**src/rtl/cold_storage_pkg.sv**
```systemverilog
// Shared ASCII constants, parser state type and byte classifiers for the
// UART command parser.
package cold_storage_pkg;

  localparam logic [7:0] ASC_L  = 8'h4C;
  localparam logic [7:0] ASC_A  = 8'h41;
  localparam logic [7:0] ASC_B  = 8'h42;
  localparam logic [7:0] ASC_C  = 8'h43;
  localparam logic [7:0] ASC_D  = 8'h44;
  localparam logic [7:0] ASC_0  = 8'h30;
  localparam logic [7:0] ASC_9  = 8'h39;
  localparam logic [7:0] ASC_CR = 8'h0D;
  localparam logic [7:0] ASC_LF = 8'h0A;

  localparam int TIMEOUT_CYCLES_DEF = 1_000_000;

  typedef enum logic [1:0] {
    IDLE    = 2'd0,
    GOT_CMD = 2'd1,
    GOT_V0  = 2'd2,
    GOT_V1  = 2'd3
  } parser_state_t;

  function automatic logic is_cmd(input logic [7:0] b);
    return (b == ASC_L) || (b >= ASC_A && b <= ASC_D);
  endfunction

  function automatic logic is_digit(input logic [7:0] b);
    return (b >= ASC_0) && (b <= ASC_9);
  endfunction

  function automatic logic is_term(input logic [7:0] b);
    return (b == ASC_CR) || (b == ASC_LF);
  endfunction

endpackage

```
**src/rtl/cmd_idle_timer.sv**
```systemverilog
// Inter-byte idle counter: counts cycles while active and not restarted,
// expire is high on the CYCLES-th consecutive idle cycle.
module cmd_idle_timer #(
  parameter int CYCLES = 1_000_000
) (
  input  logic clk,
  input  logic rst_n,
  input  logic active,
  input  logic restart,
  output logic expire
);

  localparam int W = (CYCLES < 2) ? 1 : $clog2(CYCLES + 1);
  localparam logic [W-1:0] LAST = W'(CYCLES - 1);

  logic [W-1:0] cnt;

  // Holds at LAST; the parser leaves the active states on expiry, which clears it.
  always_ff @(posedge clk or negedge rst_n) begin
    if (!rst_n)                  cnt <= '0;
    else if (restart || !active) cnt <= '0;
    else if (cnt != LAST)        cnt <= cnt + 1'b1;
  end

  assign expire = active && !restart && (cnt == LAST);

endmodule

```
**src/rtl/uart_cmd_parser.sv**
```systemverilog
// Parses <cmd><digit><digit><CR|LF> frames from a UART byte stream.
// Optional inter-byte timeout compiled in with CMD_PARSER_TIMEOUT_EN.
module uart_cmd_parser
  import cold_storage_pkg::*;
#(
  parameter int TIMEOUT_CYCLES = TIMEOUT_CYCLES_DEF
) (
  input  logic       clk,
  input  logic       rst_n,
  input  logic [7:0] rx_byte,
  input  logic       rx_valid,
  output logic [7:0] chr_cmd,
  output logic [7:0] chr_val0,
  output logic [7:0] chr_val1,
  output logic       rx_msg_done,
  output logic       frame_err,
  output logic [7:0] err_count
);

  // Async assert, clk-synchronous release.
  logic [1:0] rst_sync;
  logic       rst_int_n;

  always_ff @(posedge clk or negedge rst_n) begin
    if (!rst_n) rst_sync <= 2'b00;
    else        rst_sync <= {rst_sync[0], 1'b1};
  end
  assign rst_int_n = rst_sync[1];

  parser_state_t state;
  logic [7:0]    sh_cmd, sh_v0, sh_v1;
  logic          timeout_hit;
  logic          byte_ok;
  logic          reject;

`ifdef CMD_PARSER_TIMEOUT_EN
  cmd_idle_timer #(.CYCLES(TIMEOUT_CYCLES)) u_idle_timer (
    .clk     (clk),
    .rst_n   (rst_int_n),
    .active  (state != IDLE),
    .restart (rx_valid),
    .expire  (timeout_hit)
  );
`else
  logic timeout_unused;
  assign timeout_unused = (TIMEOUT_CYCLES != 0);
  assign timeout_hit    = 1'b0;
`endif

  always_comb begin
    byte_ok = 1'b1;
    case (state)
      GOT_CMD, GOT_V0: byte_ok = is_digit(rx_byte);
      GOT_V1:          byte_ok = is_term(rx_byte);
      default:         byte_ok = 1'b1;
    endcase
  end

  // A timeout can only win on cycles without a byte; the timer is gated by rx_valid.
  assign reject = rx_valid ? ((state != IDLE) && !byte_ok) : timeout_hit;

  always_ff @(posedge clk or negedge rst_int_n) begin
    if (!rst_int_n) begin
      state       <= IDLE;
      sh_cmd      <= '0;
      sh_v0       <= '0;
      sh_v1       <= '0;
      chr_cmd     <= '0;
      chr_val0    <= '0;
      chr_val1    <= '0;
      rx_msg_done <= 1'b0;
      frame_err   <= 1'b0;
      err_count   <= '0;
    end else begin
      frame_err <= 1'b0;
      if (reject) begin
        frame_err <= 1'b1;
        if (err_count != 8'hFF) err_count <= err_count + 8'd1;
        sh_v0 <= '0;
        sh_v1 <= '0;
        // Resync: an offending cmd byte starts a fresh frame.
        if (rx_valid && is_cmd(rx_byte)) begin
          sh_cmd      <= rx_byte;
          state       <= GOT_CMD;
          rx_msg_done <= 1'b0;
        end else begin
          sh_cmd <= '0;
          state  <= IDLE;
        end
      end else if (rx_valid) begin
        case (state)
          IDLE: if (is_cmd(rx_byte)) begin
            sh_cmd      <= rx_byte;
            state       <= GOT_CMD;
            rx_msg_done <= 1'b0;
          end
          GOT_CMD: begin
            sh_v0 <= rx_byte;
            state <= GOT_V0;
          end
          GOT_V0: begin
            sh_v1 <= rx_byte;
            state <= GOT_V1;
          end
          GOT_V1: begin
            chr_cmd     <= sh_cmd;
            chr_val0    <= sh_v0;
            chr_val1    <= sh_v1;
            rx_msg_done <= 1'b1;
            state       <= IDLE;
          end
          default: state <= IDLE;
        endcase
      end
    end
  end

endmodule

```
**config.mk**
```make
export PLATFORM = sky130hd
export DESIGN_NAME = uart_cmd_parser
export DESIGN_NICKNAME = d
export VERILOG_FILES = /design/src/rtl/cold_storage_pkg.sv /design/src/rtl/cmd_idle_timer.sv /design/src/rtl/uart_cmd_parser.sv
export SDC_FILE = /design/constraint.sdc
export NUM_CORES = 1
export LEC_CHECK = 0
export ABC_CLOCK_PERIOD_IN_PS = 1950
export CORE_UTILIZATION = 40
export CTS_BUF_LIST = sky130_fd_sc_hd__clkbuf_8
export CTS_CLUSTER_DIAMETER = 120
export DETAILED_ROUTE_END_ITERATION = 7
export GPL_ROUTABILITY_DRIVEN = 1
export GPL_TIMING_DRIVEN = 0
export HOLD_SLACK_MARGIN = 0.08
export PLACE_DENSITY = 0.73
export SKIP_CTS_REPAIR_TIMING = 1
export SLEW_MARGIN = 20
export SYNTH_ARGS = -nofsm -noshare
export SYNTH_HDL_FRONTEND = slang
export SYNTH_HIERARCHICAL = 1
export SYNTH_SLANG_ARGS = --single-unit
```
**constraint.sdc**
```tcl
create_clock -name clk -period 1.95 [get_ports clk]
set_clock_uncertainty 0.2 [all_clocks]
set_input_delay 0.39 -clock clk [delete_from_list [all_inputs] [get_ports clk]]
set_output_delay 0.39 -clock clk [all_outputs]
set_load 0.01 [all_outputs]
```
# Word-level counts from Yosys, hierarchy flattened
# Cells that the tools add are included.
# classes
n_addsub	1
reduce_logical	23
eq_ne	9
order_cmp	4
muxes	24
bitwise	1
# op_table
operator	n
$mux 8	11
$eq 8x4->1 const B	2
$reduce_bool 2->1	6
$add 8x1->8 const B	1
$eq 8x7->1 const B	1
$ge 8x6->1 const B	1
$ge 8x7->1 const B	1
$le 8x6->1 const B	1
$le 8x7->1 const B	1
$ne 8x8->1 const B	1
$pmux 2 s4	1
$reduce_and 2->1	4
$mux 1	7
$mux 2	3
$reduce_and 3->1	2
$eq 2x2->1 const B	2
$logic_and 1x1->1	4
$pmux 1 s2	2
$reduce_and 4->1	1
$ne 3x3->1 const B	1
$reduce_bool 3->1	1
$eq 2x1->1 const B	1
$logic_not 2->1	1
$logic_or 1x1->1	2
4 further kinds	4
# totals
regBits	62
out_inout_bits	34
input_bits	11

# Depth between registers and ports, before layout
# Gate-level depths: netlist of run 1.
# logic_depth
word_depth	8
ltp_mapped	7
ltp_nobuf	7

# Worst setup path after synthesis of run 1
# OpenSTA, ideal clock, no wires.
# synth_timing
kind	reg-to-reg
start	register state[0]
end	register chr_cmd[0]
synth_period_minus_slack_ns	2.193
setup_time_ns	0.125
stages_incl_launch_ff	8
t_arrival_ns	1.869
setup_slack_ns	-0.243
n_path_buf	1
required_time_ns	1.625
path_cell_list	dfrtp_1 inv_1 ha_1 a41o_1 nor3_4 nor2_2 buf_6 mux2_2
# synth_via
elab_chain_len	8
# synth_lines
element	line_no	rtl
start, declared	uart_cmd_parser.sv:30	parser_state_t state;
start signal, assigned	uart_cmd_parser.sv:64	state <= IDLE;
start signal, assigned	uart_cmd_parser.sv:84	state <= GOT_CMD;
start signal, assigned	uart_cmd_parser.sv:88	state <= IDLE;
$eq 2x1->1 / $eq 2x2->1 (equally long branches)	uart_cmd_parser.sv:52	case (state)
$reduce_or 2->1	uart_cmd_parser.sv:52	
$pmux 1 s2	uart_cmd_parser.sv:52	
$logic_not 1->1	uart_cmd_parser.sv:60	assign reject = rx_valid ? ((state != IDLE) && !byte_ok) : timeout_hit;
$logic_and 1x1->1	uart_cmd_parser.sv:60	
$mux 1	uart_cmd_parser.sv:60	
$not 1->1 (no source line)	n/a	
$reduce_and 3->1 (no source line) (*)	n/a	
end signal, assigned	uart_cmd_parser.sv:106	chr_cmd <= sh_cmd;
end, declared	uart_cmd_parser.sv:12	output logic [7:0] chr_cmd,
# Every way passes the cells marked *; elsewhere a longest branch is shown, timed or not.
# A chain may end at the register's enable or synchronous reset.

# Worst setup path after layout of run 1
# layout_timing
start	input port rx_byte[7]
end	register chr_val1[3]
# layout_via
elab_chain_len	8
# layout_lines
element	line_no	rtl
start, declared	uart_cmd_parser.sv:10	input logic [7:0] rx_byte,
$ge 8x6->1, or another cell as far along	cold_storage_pkg.sv:29	return (b >= ASC_0) && (b <= ASC_9);
$logic_and 1x1->1 / $logic_or 1x1->1 (equally long branches)	cold_storage_pkg.sv:29, cold_storage_pkg.sv:33	
$pmux 1 s2 (*)	uart_cmd_parser.sv:52	
$logic_not 1->1 (*)	uart_cmd_parser.sv:60	
$logic_and 1x1->1 (*)	uart_cmd_parser.sv:60	
$mux 1 (*)	uart_cmd_parser.sv:60	
$not 1->1 (no source line) (*)	n/a	
$reduce_and 3->1 (no source line) (*)	n/a	
end signal, assigned	uart_cmd_parser.sv:108	chr_val1 <= sh_v1;
end, declared	uart_cmd_parser.sv:14	output logic [7:0] chr_val1,
# Marks and branches as above.

==> summary.txt, run 1 <==
Yosys
  – Syn Std Cell Area: 2630 um2
  – Syn_nets: 219
  – Post-synthesis register bit count: between 60 and 70
  – Commonest cells post-synth: 62 x dfrtp_1, 26 x mux2_2, 14 x nand2_1, 11 x a22o_1
  – Synth cell types: between 40 and 50
  – Syn Inst Count: a little over 200
  – Top cell type's share of synthesized area: roughly three fifths
  – Top cells by area, synth: dfrtp_1 59%, mux2_2 11%, a22o_1 3.7%
  – Top-count cell post-synth: dfrtp_1
  – Main synth FF type: dfrtp_1
  – FFs w/ async S/R, synth: 100%
  – Register area share after synthesis: just under 60%
  – Yosys warning count: 6
  – Number of flops mapped to enable cells by yosys: 0
  – Post-Syn Area per Cell: 13.0 um2
  – Cell taking the most area after synthesis: dfrtp_1

Worst setup path
  – Critical Path End Type: flip-flop
  – Worst reg2reg path depth: 8
  – Crit path from: rx_byte[7]
  – Worst setup SP type: input pin
  – Critical Path RT: about 2.0 ns
  – Arr. time, crit path: ~2.2 ns
  – Reg2reg start: state[1]
  – Internal reg-to-reg setup slack: -0.26 ns
  – CP Class: input pin to flip-flop
  – Reg2reg end: chr_val1[3]
  – Worst-path fanout max: 6

Timing
  – # setup viols final: 57
  – Final hold vios: 0
  – RSZ-0062 raised after global routing: true
  – Max-slew violation count: 0
  – Final worst setup slack: -0.263 ns
  – Worst rel slew slack: roughly 50%
  – Fin crit share: 113%
  – Slew @ Worst Pin: 0.751 ns
  – Fmax: about 0.45 GHz
  – Final worst path period need: ~2.2 ns

Status
  – Status: finished with violations
  – Failing checks: setup timing

Clock network
  – CTS tree: done
  – Clk buf depth: 2
  – CTS root buf: clkbuf_8
  – CTS buffer count: 9
  – H-tree levels: 3
  – Worst-skew pair later-pin latency: roughly 0.35 ns
  – CTS Sinks: 62
  – Clock-pin slew of the registers on the worst-case setup and hold paths: ~0.06 ns

Placed design
  – Setup WS pre-CTS: -0.879 ns
  – Dpl cell area: 3230 um2
  – Hpwl dp: 3500 um
  – Port bufs: between 40 and 50
  – Gpl congestion: slightly below 0.9

GRT
  – Vias in the first global route: about 1,800
  – GRT Total Usage: 16.5%
  – Initial antenna violation count: 0
  – Grt ovf: 0
  – Pin count of the biggest net entering global routing: between 60 and 70
  – First-pass GRT wire length: slightly below 9000 um

Finish
  – Layout cells sized above 1: between 30% and 40%
  – Layout Nets: 291
  – FILL cells: 470
  – P&R area growth vs syn: 45.6%
  – Post-Layout Inst Area: around 3800 um2
  – N_diodes: 0

Route
  – Drt total wl: roughly 5700 um
  – Via density: ~5.4
  – Residual DRC: 0
  – Routed len/inst: 16.1 um
  – Drt first pass iters: 4
  – Via Count: roughly 1,900
  – Drt first-iter violations: 148
  – Post-route ant nets: 0

Worst hold path
  – Worst min path class: flip-flop to flip-flop
  – Hold Path Sink: rst_sync[1]
  – Min-Delay Path Depth: 0
  – Hold Path Origin: rst_sync[0]

Power
  – Total power: about 0.0052 W
  – VDD IR max: between 0.6 and 0.7 mV
  – PD cells: 1370 nW/um2
  – LEAKAGE: approximately 1.8 nW

Floorplanning
  – CORE AREA: ~6300 um2
  – Die extent in x: just over 80 um
  – Die footprint: 6900 um2
  – Die H: between 80 and 90 um
  – Starting density of the core: between 40% and 50%
  – Num ports: 45
  – Num rows: 29

Flow run
  – Maxcap violations: 0
critical path, stage by stage:
cell	delay [ns]
clkdlybuf4s50_1	0.53
nor3b_4	0.24
a41o_4	0.29
nor3_4	0.06
nor2_4	0.13
buf_12	0.14
clkbuf_16	0.14
mux2_2	0.32
logic make-up after synthesis:
| group | after synthesis | share of synthesized area, % |
|---|---|---|
| simple gates | 52 | 11.6 |
| mux | 27 | 11.5 |
| buf+inv | 10 | 2.19 |
| other cells | 1 | 0.143 |
| fa+ha+maj | 6 | 2.86 |
| xor+xnor | 6 | 2.00 |
| compound gates | 38 | 10.7 |
| flops | 62 | 59.0 |
per-stage QoR:
step / util [%] / hold WS, ns / cells / setup TNS, ns
2_1_floorplan: - / -0.106 / 202 / -1.46
3_3_place_gp: 50.8 / 0.139 / 322 / -41.80
3_5_place_dp: 50.8 / 0.144 / 322 / -41.77
4_1_cts: 54.5 / -0.0126 / 338 / -20.09
5_1_grt: 60.3 / 0.169 / 356 / -14.47
6_report: 60.3 / 0.157 / 356 / -9.62
cell type report:
| cell class | count | area, um2 | area share [%] |
|---|---|---|---|
| multi-input combinational | 130 | 1190 | 31.2 |
| buffer | 6 | 50.0 | 1.31 |
| clock inverter | 4 | 68.8 | 1.80 |
| timing repair buffer | 61 | 676 | 17.7 |
| inverter | 4 | 15.0 | 0.392 |
| clock buffer | 12 | 165 | 4.32 |
| tap | 77 | 96.3 | 2.52 |
| sequential | 62 | 1560 | 40.8 |
layout by cell type (no fill, tap or decap), types with 3 or more instances in the layout:
cell type / count
a21oi_2: 8
a22o_1: 11
buf_4: 6
buf_6: 8
clkbuf_8: 12
clkdlybuf4s50_1: 36
dfrtp_1: 56
dfrtp_2: 5
dlymetal6s2s_1: 7
ha_2: 3
inv_1: 3
mux2_2: 25
nand2_1: 12
nand3_1: 9
nor2_1: 4
nor3_4: 3
xnor2_1: 3
power breakdown:
| group | total, W | switching (W) | internal (W) |
|---|---|---|---|
| registers | 0.00196 | 0.000283 | 0.00168 |
| clock network | 0.00130 | 0.000479 | 0.000817 |
| logic | 0.00198 | 0.000849 | 0.00113 |
| total | 0.00523 | 0.00161 | 0.00362 |
routing by layer:
metal	GRT usage [%]	vias to the layer above	wire (um)
met5	0	-	0
met4	8.78	0	116
met3	6.26	16	291
met2	22.3	57	2610
met1	22.9	958	2710
li1	-	881	-
worst max-delay path by stage:
| stage | endpoint | slack, ns | depth (start not counted) |
|---|---|---|---|
| floorplan | chr_cmd[0] | -0.07 | 7 |
| global placement | sh_cmd[3] | -0.84 | 5 |
| detailed placement | sh_cmd[3] | -0.88 | 5 |
| CTS | sh_cmd[3] | -0.52 | 5 |
| global route | err_count[6] | -0.34 | 7 |
| finish | chr_val1[3] | -0.26 | 8 |
registers in the layout, summed over array words and instances, names as in the netlist:
name and flops:
chr_cmd 8, sh_v0 8, sh_v1 8, frame_err 1, err_count 8, chr_val0 8, chr_val1 8, sh_cmd 8
state 2, rst_sync 2, rx_msg_done 1
Power figures use the tool's default switching activity.
==> inputs of run 2 (changes only) <==
- CORE_UTILIZATION: 40 -> 30
- PLACE_DENSITY: 0.73 -> 0.59
==> run 2 against run 1 <==
  * The run still ends with setup timing left
  * Register-to-register slack worse by 0.05 ns
  * Via count shrank 0.78%
  * Utilization is 15 points lower
  * Global-route usage fell by 3.2 points
  * Combinational power about the same
  * Worst setup slack worse by 0.047 ns
  * Largest cell class unchanged
  * First-iteration DRC count decreased by 61%
  * Sequential share of layout area grew 0.11 points
==> summary.txt, run 2 (synthesis gave the netlist of run 1 again) <==
Finish
  – Register area: 1560 um2 (unchanged)
  – Layout cells sized above 1: 34.8% (-2.5 points)
  – FILL cells: 776 (+65%)
  – Commonest non-fill, non-tap cells in the layout: 56 x dfrtp_1, 33 x clkdlybuf4s50_1, 19 x mux2_2
  – N_diodes: 0 (unchanged)
  – Multi-input logic area: 1170 um2 (-2.2%)
  – P&R area growth vs syn: 45.2%
  – Most common cell after layout, fill and taps aside: dfrtp_1
  – Layout Nets: 292 (+0.34%)

Worst setup path
  – Reg2reg start: state[1]
  – Worst setup SP type: flip-flop
  – Critical Path End Type: flip-flop
  – Number of cells on the critical path: 8 (unchanged)
  – Arr. time, crit path: 2.27 ns (+0.03 ns)
  – Worst path slowest cell: dfrtp_1
  – Internal reg-to-reg setup slack: -0.31 ns (-0.05 ns)
  – Crit path buf inv count: 2 (-1)
  – Cell family with most CP delay: simple AND/OR/NAND/NOR gates
  – Reg2reg end: chr_cmd[6]
  – CP Class: flip-flop to flip-flop
  – Crit path cell chain: ha_2 -> nor2b_1 -> o2111a_2 -> nor3_4 -> nor2_4 -> buf_12 -> clkbuf_16 -> mux2_2
  – Worst reg2reg path depth: 8 (unchanged)
  – Worst-path fanout max: 5 (-1)
  – Max incr delay on CP: 0.44 ns (-0.09 ns)
  – Critical Path RT: 1.96 ns (-0.02 ns)

Worst hold path
  – Hold Path Origin: rst_sync[0]
  – Min-Delay Path Depth: 0 (unchanged)
  – Hold Path Sink: rst_sync[1]
  – Worst min path class: flip-flop to flip-flop

GRT
  – Grt ovf: 0 (unchanged)
  – Vias in the first global route: 1,728 (-5.3%)
  – GRT Total Usage: 13.3% (-3.2 points)
  – Initial antenna violation count: 0 (unchanged)
  – Pin count of the biggest net entering global routing: 61 (unchanged)
  – First-pass GRT wire length: 8950 um (+2.1%)

Placed design
  – Port bufs: 43 (unchanged)
  – Hpwl dp: 3740 um (+6.9%)
  – Gpl congestion: 0.876 (-1.3%)

Route
  – Drt first-iter violations: 57 (-61%)
  – Via density: 4.94 (-8.0%)
  – Post-route ant nets: 0 (unchanged)
  – Residual DRC: 0 (unchanged)
  – Routed len/inst: 15.7 um (-2.5%)
  – Drt total wl: 6030 um (+5.2%)
  – Via Count: 1,897 (-0.78%)
  – Drt first pass iters: 4 (unchanged)

Floorplanning
  – Die footprint: 9140 um2 (+32%)
  – Die extent in x: 95.6 um (+15%)
  – Die H: 95.6 um (+15%)
  – CORE AREA: 8340 um2 (+31%)
  – Num ports: 45 (unchanged)
  – Num rows: 33 (+14%)
  – Starting density of the core: 31.5% (-9.9 points)

Timing
  – Slew @ Worst Pin: 0.857 ns (+0.106 ns)
  – Fmax: 0.443 GHz (-2.1%)
  – Final worst setup slack: -0.309 ns (-0.0468 ns)
  – Max-slew violation count: 0 (unchanged)
  – Total Neg Setup Slack: -11.58 ns (-1.96 ns)
  – Worst rel slew slack: 42.7% (-7.2 points)
  – Fin crit share: 116% (+2.4 points)
  – # setup viols final: 57 (unchanged)
  – Final hold vios: 0 (unchanged)
  – RSZ-0062 raised after global routing: true
  – Final worst path period need: 2.26 ns (+0.0468 ns)

Clock network
  – H-tree levels: 3 (unchanged)
  – CTS buffer count: 9 (unchanged)
  – CTS root buf: clkbuf_8
  – Clk buf depth: 2 (unchanged)
  – CTS Sinks: 62 (unchanged)
  – Worst-skew pair later-pin latency: 0.33 ns (-0.02 ns)
  – Clock-pin slew of the registers on the worst-case setup and hold paths: 0.06 ns (about the same)
  – CTS tree: done

Power
  – LEAKAGE: 1.77 nW (+0.76%)
  – VDD IR max: 0.761 mV (+10%)
  – Total power: 0.00504 W (-3.7%)
  – PD cells: 1320 nW/um2 (-3.5%)

Status
  – Failing checks: setup timing
  – Status: finished with violations

Flow run
  – Maxcap violations: 0 (unchanged)
run 2: cell count changes in the layout (fill, tap and decap cells not counted), sizes merged:
cell / previous run / this run
buf: 20 / 21
bufinv: 2 / 1
clkbuf: 15 / 13
clkdlybuf4s50: 36 / 33
clkinv: 1 / 2
clkinvlp: 0 / 1
dlymetal6s2s: 7 / 10
run 2: how the worst max path moves through the flow:
stage               start     endpoint
3_5_place_dp   rx_byte[1]    sh_cmd[3]
2_1_floorplan    state[0]   chr_cmd[0]
3_3_place_gp   rx_byte[1]  chr_val1[5]
5_1_grt          state[1]   chr_cmd[6]
6_report         state[1]   chr_cmd[6]
4_1_cts        rx_byte[1]    sh_cmd[3]
run 2: area by class of cell:
type                            count  area share [%]
Timing Repair Buffer               62            18.2
Tap cell                          105            3.44
Inverter                            4           0.393
Clock buffer                       10            3.61
Multi-Input combinational cell    130            30.6
Sequential cell                    62            40.9
Buffer                              6            1.51
Clock inverter                      5            1.34
run 2: routing by layer:
metal / vias up / wire length (um) / track usage (%)
met5: - / 0 / 0
met4: 0 / 60 / 3.73
met3: 7 / 290 / 4.78
met2: 47 / 2820 / 19.0
met1: 960 / 2860 / 18.8
li1: 883 / - / -
run 2: power by group:
part / internal (W) / leakage (nW) / switching (W) / total, W
Combinational: 0.00115 / 0.854 / 0.000824 / 0.00197
Sequential: 0.00168 / 0.812 / 0.000301 / 0.00198
Clock: 0.000608 / 0.0993 / 0.000476 / 0.00108
Total: 0.00344 / 1.77 / 0.00160 / 0.00504
run 2: through the flow:
step / worst slack (ns) / hold slack [ns] / cells / cell area [um2] / util [%]
final: -0.309 / 0.154 / 384 / 3820 / 45.8
after global routing: -0.371 / 0.158 / 384 / 3820 / 45.8
after CTS: -0.588 / -0.00513 / 365 / 3450 / 41.4
after detailed placement: -0.938 / 0.141 / 350 / 3260 / 39.1
after global placement: -0.874 / 0.138 / 350 / 3260 / 39.1
after floorplan: -0.0725 / -0.106 / 202 / 2700 / -
